File: src/rtl/pc_fetch_pkg.sv
// rtl/pc_fetch_pkg.sv - shared encodings and constants for the instruction fetch stage
package pc_fetch_pkg;

   typedef enum logic [1:0] {
      ST_IDLE = 2'b00,
      ST_REQ  = 2'b01,
      ST_HOLD = 2'b10
   } fetch_state_t;

   localparam logic [31:0] RESET_PC_DEFAULT = 32'h0000_3000;
   localparam logic [31:0] WORD_ALIGN_MASK  = 32'hFFFF_FFFC;

endpackage

File: src/rtl/pc_fetch.sv
// rtl/pc_fetch.sv - PC register, +4 adder, fetch FSM and accepted-instruction counter
module pc_fetch
   import pc_fetch_pkg::*;
#(
   parameter logic [31:0] RESET_PC = RESET_PC_DEFAULT
) (
   input  logic        clk,
   input  logic        rst_n,
   input  logic [31:0] next_pc,
   input  logic        stall,
   input  logic        flush,
   output logic        imem_req,
   output logic [31:0] imem_addr,
   input  logic        imem_ack,
   input  logic [31:0] imem_rdata,
   output logic [31:0] pc_plus4,
   output logic        if_valid,
   output logic [31:0] if_pc,
   output logic [31:0] if_instr,
   output logic        misalign_err,
   output logic [31:0] fetch_cnt
);

   fetch_state_t state, state_nxt;
   logic [31:0]  pc;
   logic         pc_load;
   logic         cnt_inc;
   logic         bundle_load;

   always_comb begin
      state_nxt   = state;
      pc_load     = 1'b0;
      cnt_inc     = 1'b0;
      bundle_load = 1'b0;
      case (state)
         ST_IDLE: state_nxt = ST_REQ;
         ST_REQ: begin
            if (imem_ack) begin
               bundle_load = 1'b1;
               state_nxt   = ST_HOLD;
            end
         end
         ST_HOLD: begin
            // flush wins over stall and redirects without counting the discarded word
            if (flush) begin
               pc_load   = 1'b1;
               state_nxt = ST_REQ;
            end else if (!stall) begin
               pc_load   = 1'b1;
               cnt_inc   = 1'b1;
               state_nxt = ST_REQ;
            end
         end
         default: state_nxt = ST_IDLE;
      endcase
   end

   always_ff @(posedge clk or negedge rst_n) begin
      if (!rst_n) begin
         state        <= ST_IDLE;
         pc           <= RESET_PC;
         if_pc        <= 32'd0;
         if_instr     <= 32'd0;
         fetch_cnt    <= 32'd0;
         misalign_err <= 1'b0;
      end else begin
         state        <= state_nxt;
         misalign_err <= pc_load && (next_pc[1:0] != 2'b00);
         if (pc_load)
            pc <= next_pc & WORD_ALIGN_MASK;
         if (cnt_inc)
            fetch_cnt <= fetch_cnt + 32'd1;
         if (bundle_load) begin
            if_pc    <= pc;
            if_instr <= imem_rdata;
         end
      end
   end

   // decoded straight from state so an async reset drops the request at once
   assign imem_req  = (state == ST_REQ);
   assign if_valid  = (state == ST_HOLD);
   assign imem_addr = pc;
   assign pc_plus4  = pc + 32'd4;

endmodule

File: config.mk
export PLATFORM = sky130hd
export DESIGN_NAME = pc_fetch
export DESIGN_NICKNAME = d
export VERILOG_FILES = /design/src/rtl/pc_fetch_pkg.sv /design/src/rtl/pc_fetch.sv
export SDC_FILE = /design/constraint.sdc
export NUM_CORES = 1
export LEC_CHECK = 0
export BUFFER_PORTS_ARGS = -buffer_cell sky130_fd_sc_hd__buf_4
export CORE_ASPECT_RATIO = 0.6
export CORE_MARGIN = 5
export CORE_UTILIZATION = 48
export DETAILED_ROUTE_END_ITERATION = 6
export GPL_TIMING_DRIVEN = 0
export PLACE_DENSITY = 0.8
export SLEW_MARGIN = 15
export SYNTH_ARGS = -nofsm -noshare
export SYNTH_HDL_FRONTEND = slang
export SYNTH_SLANG_ARGS = --single-unit
File: constraint.sdc
create_clock -name clk -period 2.3 [get_ports clk]
set_input_delay 0.345 -clock clk [delete_from_list [all_inputs] [get_ports clk]]
set_output_delay 0.345 -clock clk [all_outputs]
set_load 0.005 [all_outputs]
# Yosys cells after proc, flatten, opt, wreduce, memory -nomap -nowiden
# Index checks and enable logic that the tools add are counted.
[totals]
regBits = 127
latchBits = 0
ram_bits = 0
rom_bits = 0
in_bits = 69
out_inout_bits = 163
elab_cells = 27
memories = 0
[classes]
n_addsub = 2
mul = 0
div_mod_pow = 0
order_cmp = 0
eq_ne = 4
n_shift = 0
n_mux = 11
n_bitwise = 0
reduce_logical = 4
[ops]
columns = ["op", "n"]
rows = [
  ["32-bit by 1-bit adder with 32-bit output (second input constant)", 1],
  ["32-bit by 3-bit adder with 32-bit output (second input constant)", 1],
  ["1-bit two-way mux", 7],
  ["2-bit two-way mux", 3],
  ["2-bit case mux with 3 select lines", 1],
  ["3-bit inequality test (second input constant)", 1],
  ["2-bit by 1-bit == test with 1-bit output (second input constant)", 1],
  ["2-bit == test (second input constant)", 1],
  ["2-bit zero test", 1],
  ["2-bit by 1-bit inequality test with 1-bit output (second input constant)", 1],
  ["2-bit AND reduction", 1],
  ["2-bit nonzero test", 1],
  ["1-bit logical AND", 1],
]

# Longest topological paths before layout
[logic_depth]
word_depth = 4
mapped_depth = 7
ltp_nobuf = 5

# Least setup slack after synthesis
# Ideal clock, no wire load.
[synth_timing]
kind = "flip-flop to output port"
start = "reg pc[3], in the netlist imem_addr[3]"
end = "out pc_plus4[18]"
t_arrival_ns = 1.674
t_required_ns = 1.955
path_slack_ns = 0.281
stages_incl_launch_ff = 6
path_buffers = 0
path_cell_list = "dfrtp_1 > ha_1 > nand3_1 > nor4_1 > nor2b_1 > xnor2_1"
[synth_via]
elab_chain_len = 1
[synth_rtl]
columns = ["item", "line", "text"]
rows = [
  ["from (decl)", "pc_fetch.sv:25", "logic [31:0] pc;"],
  ["from (signal assigned)", "pc_fetch.sv:70", "pc <= next_pc & WORD_ALIGN_MASK;"],
  ["32-bit by 3-bit adder with 32-bit output", "pc_fetch.sv:84", "assign pc_plus4 = pc + 32'd4;"],
  ["to (decl)", "pc_fetch.sv:16", "output logic [31:0] pc_plus4,"],
]
# Every way passes these cells.

# Worst setup path after layout
[layout_timing]
start = "reg pc[13], in the netlist imem_addr[13]"
end = "out pc_plus4[14]"
# The elaborated chain is that of the path after synthesis.

==> results.toml <==
[run_status]
status = "complete, but fails checks"
violations = "setup timing"

[floorplanning]
die_h_um = 93.2
rows = 30
core-area_um2 = 11300
pin_count = 232
start_util_pct = 49.0
die-area_um2 = 13900
die_w_um = 149

[synthesis]
syn_area_um2 = 5540
synthCells = 437
ys_ff_latch = 127
ys.flop_type = "dfrtp_1"
synth_seq_area_share_pct = 57.4
avgSynthCellArea_um2 = 12.7
synth-edff-count = 0
ys_types = 30
synth_warnings = 0
async_flop_share_pct = 100

[sta]
post-route-min-period_ns = 2.42
setup_ws_ns = -0.118
fin_skew_ns = 0.00866
max_freq_mhz = 414
setup-violations-final = 19
rsz0062_at_grt = "true"
slew_headroom_pct = 23.6
period_share_pct = 105
report.final.hold_viol_count = 0
worst_slew_pin_slew_ns = 1.14
final-max-slew-violation-count = 0

[critical_path]
crit_path_end_kind = "primary output"
crit_fanout = 6
critPathArrivalTime_ns = 2.07
rr_startpoint = "state[0]$_DFFE_PN0P_"
startpoint = "imem_addr[13]$_DFFE_PN1P_"
critPathRequiredTime_ns = 1.96
worstSetupStartpointType = "register"
critPathKind = "register to primary output"

[detailed_routing]
vias_per_cell = 5.19
drcViolationCount = 0
post_drt_wl_per_cell_um = 18.9
routed_wl_mm = 16.7
vias = 4580
drt-initial-drc-count = 233
ant_nets = 0
dr.pass1.iters = 4

[cts]
cts_sinks = 127
htreeDepth = 4
cts_buffers = 17
cts_tree = "yes"
clk_pin_slew_worst_paths_ns = 0.05
root_buffer = "clkbuf_16"
clockBufferDepth = 2
insertion_delay_ns = 0.40

[pwr]
ir_drop_v = 0.000833
leakagePower_nw = 3.95
p_per_area_nw_per_um2 = 1240

[placed_design]
hpwl_mm = 12.3
portBuffers = 225
routabilityCongestion = 0.878
pre_cts_slack_ns = -0.228
dpl.cell_count = 828

[min_path]
hp-start = "imem_ack"
min_path_type = "primary input to register"

[grt]
grt_max_degree = 72
antenna_found_initial = 0
grt_use_total_pct = 23.1
grt_overflow_total = 0
grt_pass1_vias = 4671
grt_pass1_wl_mm = 25.3

[final_layout]
stdcell_count = 883
num-fill-cells = 775
fin_nets = 781
mostFrequentLayoutCells = "249 x buf_4, 113 x dfrtp_1, 84 x mux2_2"
multi_input_area_um2 = 2420
area_growth_pct = 51.5
final_common_cell = "buf_4"
seq_area_um2 = 3200
n_antenna_cell = 0
drive_above_1_share_pct = 56.8

[flow_run]
drv_cap = 0
==> area by class of cell <==
class                      count  area share (%)
inverter                       6           0.268
buffer                        20            1.33
tap                          160            2.39
clock buffer                  21            5.49
sequential                   127            38.1
clock inverter                11           0.835
timing repair buffer         249            22.8
multi-input combinational    289            28.8
==> timing repair <==
| item | CTS | global route |
|---|---|---|
| hold buffers | 1 | 0 |
| cloned | 0 | 1 |
| gates resized for setup | 24 | 28 |
| endpoints found under the setup margin | 23 | 30 |
| setup buffers | 11 | 10 |
| pin swaps | 7 | 12 |
| hold endpoints to repair | 62 | 0 |
==> report_power, final <==
group	switching, mW	internal, mW	total, mW
clock network	0.944	1.42	2.37
registers	0.891	3.13	4.02
logic	1.51	2.53	4.04
==> registers in the layout, indices dropped and copies added (netlist names) <==
name and cells:
imem_addr 30, fetch_cnt 32, state 2, if_pc 30, misalign_err 1, if_instr 32
==> cell families (layout without fill, tap and decap cells) <==
| group | after synthesis | count (layout) | share of synthesized area, % |
|---|---|---|---|
| AO/OA/AOI/OAI | 11 | 11 | 1.08 |
| XOR/XNOR | 59 | 59 | 9.33 |
| adder cells (fa/ha/maj) | 2 | 2 | 0.452 |
| buffers and inverters | 26 | 307 | 2.30 |
| flip-flops | 127 | 127 | 57.4 |
| multiplexers | 84 | 84 | 17.1 |
| other | 1 | 6 | 0.0677 |
| AND/OR/NAND/NOR | 127 | 127 | 12.3 |
==> cells in the mapped netlist, types with 3 or more instances <==
cell type	count	area [um2]
nor3_1	9	45.0
nor2_1	10	37.5
mux2_2	84	946
buf_2	3	15.0
xnor2_1	48	420
xor2_1	11	96.3
inv_1	6	22.5
and2_1	3	18.8
dfrtp_1	125	3130
and3_1	6	37.5
nand3_1	28	140
nand4_1	26	163
clkbuf_1	4	15.0
buf_4	7	52.6
nor4_1	6	37.5
o21ai_0	9	45.0
buf_1	6	22.5
nand2_1	29	109
nand2b_1	3	18.8
==> worst paths after layout <==
| check | endpoint | slack [ns] | cells past startpoint |
|---|---|---|---|
| setup / recovery | pc_plus4[14] | -0.12 | 7 |
| hold / removal | state[0]$_DFFE_PN0P_ | 0.16 | 2 |
| setup reg to reg | fetch_cnt[24]$_DFFE_PN0P_ | 0.13 | 6 |
| hold reg to reg | if_pc[6]$_DFFE_PN0P_ | 0.48 | 2 |
| max in group asynchronous | imem_addr[12]$_DFFE_PN1P_ | 1.00 | 3 |
| min in group asynchronous | fetch_cnt[29]$_DFFE_PN0P_ | 0.55 | 2 |
==> routing by layer <==
| metal | vias to the layer above | wire length [um] | GRT usage [%] |
|---|---|---|---|
| met3 | 31 | 1260 | 6.20 |
| met4 | 0 | 422 | 7.76 |
| met1 | 2274 | 6850 | 30.1 |
| met2 | 192 | 8130 | 37.6 |
| met5 | - | 0 | 0 |
| li1 | 2083 | - | - |
==> critical path, cell delays in order (launching register included) <==
cell	delay, ns
dfstp_2	0.60
nand2_4	0.07
buf_4	0.16
nor4_4	0.22
buf_6	0.17
buf_4	0.12
xor2_1	0.19
buf_4	0.14
==> per-stage QoR <==
step                hold slack, ns  utilization, %  total power [mW]  cell area, um2  TNS (ns)
floorplan                   0.0494               -              5.22            5560         0
global placement             0.463            65.9              7.52            7450     -1.18
detailed placement           0.407            66.2              7.71            7480     -1.76
CTS                          0.141            72.7              10.3            8210    -0.191
global route                 0.148            74.3              11.0            8390     -2.67
finish                       0.156            74.3              10.4            8390     -1.03
Power figures use the tool's default switching activity.
